$ cat src/rtl/cache_fill_ctrl.sv
`default_nettype none
// ============================================================================
// Module   : cache_fill_ctrl
// Function : Cache-miss block fill controller. It issues one read per word
//            over a valid/ready channel, streams the in-order responses into
//            the data array, and finishes with a single tag-array write.
// Option   : CACHE_FILL_CRIT_FIRST_EN requests the critical word first and
//            returns it early (early restart).
// Revision : 1.0 - initial release
// ============================================================================
module cache_fill_ctrl #(
  parameter int ADDR_W = 16,
  parameter int DATA_W = 16,
  parameter int WORDS  = 8
) (
  input  logic                        clk,
  input  logic                        rst_n,
  input  logic                        miss_detected,
  input  logic [ADDR_W-1:0]           miss_address,
  output logic                        fsm_busy,
  output logic                        mem_req_valid,
  input  logic                        mem_req_ready,
  output logic [ADDR_W-1:0]           memory_address,
  input  logic [DATA_W-1:0]           memory_data,
  input  logic                        memory_data_valid,
  output logic                        write_data_array,
  output logic [$clog2(WORDS)-1:0]    data_array_word,
  output logic [DATA_W-1:0]           data_array_wdata,
  output logic                        write_tag_array,
  output logic [DATA_W-1:0]           miss_data,
  output logic                        miss_data_valid
);

  localparam int OFF_W  = $clog2(WORDS);
  localparam int BYTE_W = $clog2(DATA_W/8);
  localparam int TAG_W  = ADDR_W - OFF_W - BYTE_W;

  localparam logic [OFF_W:0] C_WORDS = (OFF_W+1)'(WORDS);
  localparam logic [OFF_W:0] C_LAST  = (OFF_W+1)'(WORDS-1);
  localparam logic [OFF_W:0] C_ONE   = (OFF_W+1)'(1);

  typedef enum logic [1:0] {
    S_IDLE = 2'd0,
    S_FILL = 2'd1,
    S_DONE = 2'd2
  } state_t;

  state_t              state_q, state_d;
  logic [TAG_W-1:0]    tag_q, tag_d;
  logic [OFF_W-1:0]    crit_q, crit_d;
  logic [OFF_W:0]      iss_cnt_q, iss_cnt_d;
  logic [OFF_W:0]      ret_cnt_q, ret_cnt_d;
  logic [DATA_W-1:0]   miss_data_q, miss_data_d;

  logic [OFF_W-1:0]    start_idx;
  logic [OFF_W-1:0]    issue_idx;
  logic [OFF_W-1:0]    ret_idx;
  logic                req_fire;
  logic                resp_fire;
  logic                crit_hit;
  logic                unused_ok;

`ifdef CACHE_FILL_CRIT_FIRST_EN
  assign start_idx = crit_q;
`else
  assign start_idx = '0;
`endif

  // Word indices wrap inside OFF_W bits, so the address never carries into the tag.
  assign issue_idx = start_idx + iss_cnt_q[OFF_W-1:0];
  assign ret_idx   = start_idx + ret_cnt_q[OFF_W-1:0];

  assign fsm_busy       = (state_q != S_IDLE);
  assign mem_req_valid  = (state_q == S_FILL) && (iss_cnt_q < C_WORDS);
  assign memory_address = ADDR_W'({tag_q, issue_idx}) << BYTE_W;
  assign req_fire       = mem_req_valid && mem_req_ready;

  // A response with nothing outstanding is a protocol error and is dropped.
  assign resp_fire = (state_q == S_FILL) && memory_data_valid && (ret_cnt_q != iss_cnt_q);
  assign crit_hit  = resp_fire && (ret_idx == crit_q);

  assign write_data_array = resp_fire;
  assign data_array_word  = ret_idx;
  assign data_array_wdata = memory_data;
  assign write_tag_array  = (state_q == S_DONE);

`ifdef CACHE_FILL_CRIT_FIRST_EN
  assign miss_data_valid = crit_hit;
  assign miss_data       = crit_hit ? memory_data : miss_data_q;
`else
  assign miss_data_valid = (state_q == S_DONE);
  assign miss_data       = miss_data_q;
`endif

  assign unused_ok = &{1'b0, miss_address};

  always_comb begin
    state_d     = state_q;
    tag_d       = tag_q;
    crit_d      = crit_q;
    iss_cnt_d   = iss_cnt_q;
    ret_cnt_d   = ret_cnt_q;
    miss_data_d = miss_data_q;
    case (state_q)
      S_IDLE: begin
        if (miss_detected) begin
          tag_d     = miss_address[ADDR_W-1:OFF_W+BYTE_W];
          crit_d    = miss_address[OFF_W+BYTE_W-1:BYTE_W];
          iss_cnt_d = '0;
          ret_cnt_d = '0;
          state_d   = S_FILL;
        end
      end
      S_FILL: begin
        if (req_fire) begin
          iss_cnt_d = iss_cnt_q + C_ONE;
        end
        if (resp_fire) begin
          ret_cnt_d = ret_cnt_q + C_ONE;
          if (crit_hit) begin
            miss_data_d = memory_data;
          end
          if (ret_cnt_q == C_LAST) begin
            state_d = S_DONE;
          end
        end
      end
      S_DONE: begin
        state_d = S_IDLE;
      end
      default: begin
        state_d = S_IDLE;
      end
    endcase
  end

  always_ff @(posedge clk or negedge rst_n) begin
    if (!rst_n) begin
      state_q     <= S_IDLE;
      tag_q       <= '0;
      crit_q      <= '0;
      iss_cnt_q   <= '0;
      ret_cnt_q   <= '0;
      miss_data_q <= '0;
    end else begin
      state_q     <= state_d;
      tag_q       <= tag_d;
      crit_q      <= crit_d;
      iss_cnt_q   <= iss_cnt_d;
      ret_cnt_q   <= ret_cnt_d;
      miss_data_q <= miss_data_d;
    end
  end

endmodule
`default_nettype wire

$ cat config.mk
export PLATFORM = sky130hd
export DESIGN_NAME = cache_fill_ctrl
export DESIGN_NICKNAME = d
export VERILOG_FILES = /design/src/rtl/cache_fill_ctrl.sv
export SDC_FILE = /design/constraint.sdc
export NUM_CORES = 1
export LEC_CHECK = 0
export ABC_CLOCK_PERIOD_IN_PS = 2450
export CORE_MARGIN = 2
export CORE_UTILIZATION = 41
export CTS_CLUSTER_SIZE = 16
export DETAILED_ROUTE_END_ITERATION = 7
export HOLD_SLACK_MARGIN = 0.06
export PLACE_DENSITY = 0.8
export REMOVE_ABC_BUFFERS = 1
export SETUP_SLACK_MARGIN = 0.5
export SLEW_MARGIN = 0
export SYNTH_ARGS = -nofsm -noshare
export SYNTH_HDL_FRONTEND = slang
export SYNTH_SLANG_ARGS = --single-unit
$ cat constraint.sdc
create_clock -name clk -period 2.45 [get_ports clk]
set_input_delay 0.3675 -clock clk [delete_from_list [all_inputs] [get_ports clk]]
set_output_delay 0.3675 -clock clk [all_outputs]
set_load 0.02 [all_outputs]
# ---- Word level (Yosys, flattened, before mapping)
# Cells that the tools add are included.
dict set report word_totals {
  register_bits 41
  in_bits 37
  output_inout_bits 56
  word_cells 40
}
dict set report op_classes {
  add_sub_neg 2
  n_lt_le_gt_ge 1
  n_eq_ne 9
  n_mux 9
  reduce_logical 13
}
# cell n
set op_table {}
lappend op_table {{4-bit one-hot mux with 2 select lines} 2}
lappend op_table {{4-bit 2-to-1 mux} 3}
lappend op_table {{3-bit AND reduction} 4}
lappend op_table {{4-bit by 1-bit adder with 4-bit output, second input constant} 2}
lappend op_table {{2-bit 2-to-1 mux} 3}
lappend op_table {{2-bit != test, second input constant} 3}
lappend op_table {{1-bit logical AND} 5}
lappend op_table {{4-bit by 3-bit == test with 1-bit output, second input constant} 1}
lappend op_table {{4-bit < comparator, second input constant} 1}
lappend op_table {{4-bit != test} 1}
lappend op_table {{2-bit one-hot mux with 2 select lines} 1}
lappend op_table {{2-bit nonzero test} 2}
lappend op_table {{3-bit == test} 1}
lappend op_table {{2-bit by 1-bit == test with 1-bit output, second input constant} 1}
lappend op_table {{2-bit == test, second input constant} 1}
lappend op_table {{2-bit zero test} 1}
lappend op_table {{2-bit by 1-bit != test with 1-bit output, second input constant} 1}
lappend op_table {{2-bit AND reduction} 1}

# ---- Depth between registers and ports, before layout
dict set report depth {
  word_depth 5
  depth_mapped 6
}

# ---- Least setup slack after synthesis
# No wires, ideal clock.
dict set report synth_path {
  path_type {flip-flop to flip-flop}
  from {register ret_cnt_q[2]}
  to {register miss_data_q[10], in the netlist miss_data[10]}
  t_arrival_ps 1799
  required_time_ps 2325
  path_slack_ps 526
  path_stages_with_launch 7
  n_path_buf 2
  period_less_slack_ps 1924
  path_cell_list {dfrtp_1 -> buf_4 -> xnor2_1 -> a41oi_4 -> nand4_4 -> buf_6 -> mux2_4}
}
dict set report synth_between {
  elab_chain_len 4
  word_cells_on_any_way 5
  cone_classes {2 x eq/ne; 3 x reduce/logical}
}
# item line_no
set synth_lines {}
lappend synth_lines {{start, declared} 52} ;# logic [OFF_W:0] ret_cnt_q, ret_cnt_d;
lappend synth_lines {{start signal, assigned} 150} ;# ret_cnt_q <= ret_cnt_d;
lappend synth_lines {{4-bit != test *} 79} ;# assign resp_fire = (state_q == S_FILL) && memory_data_valid && (ret_cnt_q != iss_cnt_q);
lappend synth_lines {{1-bit logical AND *} 79}
lappend synth_lines {{named net write_data_array} 26} ;# output logic write_data_array,
lappend synth_lines {{1-bit logical AND} 80} ;# assign crit_hit = resp_fire && (ret_idx == crit_q);
lappend synth_lines {{3-bit AND reduction (no line) *} -}
lappend synth_lines {{end signal, assigned} 151} ;# miss_data_q <= miss_data_d;
lappend synth_lines {{end, declared} 53} ;# logic [DATA_W-1:0] miss_data_q, miss_data_d;
# The timed path passes the listed nets; every way through them passes the cells marked *.
# A chain may end at the register's enable or synchronous reset.

# ---- Final worst setup path
dict set report layout_path {
  from {register state_q[0]}
  to {output fsm_busy}
}
dict set report layout_between {
  elab_chain_len 1
}
# item line_no
set layout_lines {}
lappend layout_lines {{start, declared} 48} ;# state_t state_q, state_d;
lappend layout_lines {{start signal, assigned} 146} ;# state_q <= state_d;
lappend layout_lines {{2-bit nonzero test} 73} ;# assign fsm_busy = (state_q != S_IDLE);
lappend layout_lines {{end, declared} 20} ;# output logic fsm_busy,
# No other way between the ends.

==> metrics.cfg <==
[timing]
fmax_ghz=0.530
maxSlewViolCount=0
worst_pin_slew_ps=907
tns_ps=0
clock-skew-final_ps=7.96
hold_viol_final=0
relSlewSlack=0.396
setup_violations=0
rsz0062_at_grt=true
layout_worst_path_cycle_share=0.770
finalCriticalPeriod_ps=1890

[setup_path]
timing.rr.start=ret_cnt_q[0]
cp-end-kind=output pin
r2r-end=miss_data[4]
crit_chain=nor2_1 > inv_1 > clkdlybuf4s50_1
cp.required_ps=2080
path_max_fanout=8
crit_type=flop to output pin
r2r_setup_slack_ps=580
cp-start-kind=flop
crit_arrival_ps=1520
r2r_cells=6
critPathMaxStageDelay_ps=530
slowest_stage=clkdlybuf4s50_1

[clock_tree]
insertion_delay_ps=290
h-tree-depth=2
cts.root.buffer_cell=clkbuf_8
cts_tree=done
clock_path_buffers=2
clkSinkCount=41
clk_pin_slew_worst_paths_ps=80
cts_buffers=5

[placement]
hpwl_um=3020
gp_congestion=0.743
port-buffer-count=90
dpl.cell_count=299
place_area_mm2=0.00275

[drt]
wirelength_um=4090
drt-initial-drc-count=49
vias=1486
highest_layer=met4
route.detailed.drc=0
wl_met2_um=2260
met1Wirelength_um=1620
drt_first_pass_iters=4
antenna_left=0
wl_met3_um=178
viasPerCell=4.82
post_drt_wl_per_cell_um=13.3

[grt]
antenna_found_initial=0
grt_pass1_wl_um=6420
grt-ovfl-total=0
first_global_vias=1390
grt_util_all_layers=0.153
grt_start_max_net_pins=42

[yosys]
ys_types=28
synth_edf_count=0
avgSynthCellArea_um2=10.8
synth_top_area_share=0.515
synth_cells=184
ys.flop_type=dfrtp_1
yosysMostFrequentCell=nand2_1
ys_ff_latch=41
ys_async_sr_fraction=1.00
synth_area_leaders=dfrtp_1, nand2_1, buf_4, mux2_4, xnor2_1
yosysTopAreaCell=dfrtp_1
ys_seq_area_frac=0.515
synth_warnings=0
mappedNetlistArea_mm2=0.00199
yosys-top-cells-count=nand2_1, dfrtp_1, buf_4

[die]
rows=25
die-area_mm2=0.00543
core_area_mm2=0.00469
initial_core_util=0.425
die_y_um=73.7
chipWidth_um=73.7
ios=93

[cells_and_area]
final_layout_size_suffix_gt1_frac=0.126
fin_nets=292
instances_no_fill=308
utilization=0.618
diodes=0
fill_cells=384
finalInstanceArea_mm2=0.00290
seqCellArea_mm2=0.00103
multi_input_area_um2=763
area_delta_synth_final_pct=45.5

[pwr]
ir_drop_v=0.000543
switching_share=0.380
clkPwrFrac=0.143
total_leakage_power_nw=1.34
power_density_mw_per_mm2=1300
combPwrFrac=0.526
seqPwrFrac=0.331
p_int_mw=2.34
p_switching_mw=1.44

[job]
cap_violations=0

[status]
status=complete, no violations

[worst_hold_path]
hold_class=input port to asynchronous set/reset pin

[critical path, delay by kind of cell, from the launching register on]
| kind | cells | cell delay (ps) |
|---|---|---|
| buffers and inverters | 2 | 590 |
| flip-flops | 1 | 460 |
| AND/OR/NAND/NOR | 1 | 180 |
[layer usage]
layer,vias to the layer above,global-route usage
met5,-,0
met4,0,0.0424
met3,4,0.0398
met2,36,0.275
met1,731,0.178
li1,715,-
[how the worst max path moves through the flow]
stage                            from  cells after the start  slack, ps                to
global route               state_q[0]                      3        450          fsm_busy
detailed placement  memory_data_valid                      6        200      miss_data[8]
CTS                      ret_cnt_q[2]                      3        430  write_data_array
finish                     state_q[0]                      3        560          fsm_busy
floorplan                ret_cnt_q[2]                      4        420     miss_data[10]
global placement    memory_data_valid                      6        220     miss_data[14]
[logic make-up (layout without fill, tap and decap cells)]
group           count (synthesis)  in the layout  synth area share
flops                          41             41             0.515
compound gates                  9              9            0.0389
buf+inv                        31            101             0.109
mux                            17             17             0.114
xor+xnor                        9              9            0.0396
fa+ha+maj                       2              2            0.0126
simple gates                   74             74             0.168
other cells                     1              1           0.00188
[power by group through the flow]
stage	clock (mW)	combinational, mW	sequential [mW]
2_1_floorplan	0	0.803	1.55
3_3_place_gp	0	1.94	1.24
3_5_place_dp	0	1.98	1.25
4_1_cts	0.557	2.00	1.24
5_1_grt	0.587	2.13	1.29
6_report	0.540	1.99	1.25
[cells in the final DEF (no fill, tap or decap), types with 2 or more instances in the layout]
master and count:
a41oi_1 2, clkbuf_8 5, clkdlybuf4s50_1 85, dfrtp_1 41
dlymetal6s2s_1 2, ha_1 2, mux2_2 6, mux2_4 10
nand2_1 56, nand3_1 3, nor2_1 4, nor2b_1 3
o21ai_0 5, xnor2_1 6, xnor2_2 2
[cell type report]
| type | count | area share |
|---|---|---|
| well taps | 54 | 0.0233 |
| repair buffers | 92 | 0.318 |
| inverters | 1 | 0.00130 |
| clock inverters | 3 | 0.0160 |
| clock buffers | 5 | 0.0237 |
| multi-input cells | 112 | 0.263 |
| flip-flops and latches | 41 | 0.354 |
[through the flow]
stage,power (mW),hold WS [ps],setup slack (ps)
detailed placement,3.23,463,196
global route,4.01,280,446
global placement,3.18,457,220
floorplan,2.35,71.9,422
finish,3.78,204,564
CTS,3.80,237,426
[state kept, by name, summed over array words and instances, names as in the netlist]
signal,count
miss_data,16
iss_cnt_q,4
tag_q,12
crit_q,3
ret_cnt_q,4
state_q,2
[timing repair]
action	in CTS	in global routing
gates resized for setup	2	6
setup endpoints to repair	18	20
pin swaps	0	0
buffers inserted	1	0
hold buffers	0	0
No activity file was read; power rests on OpenSTA's default activity.
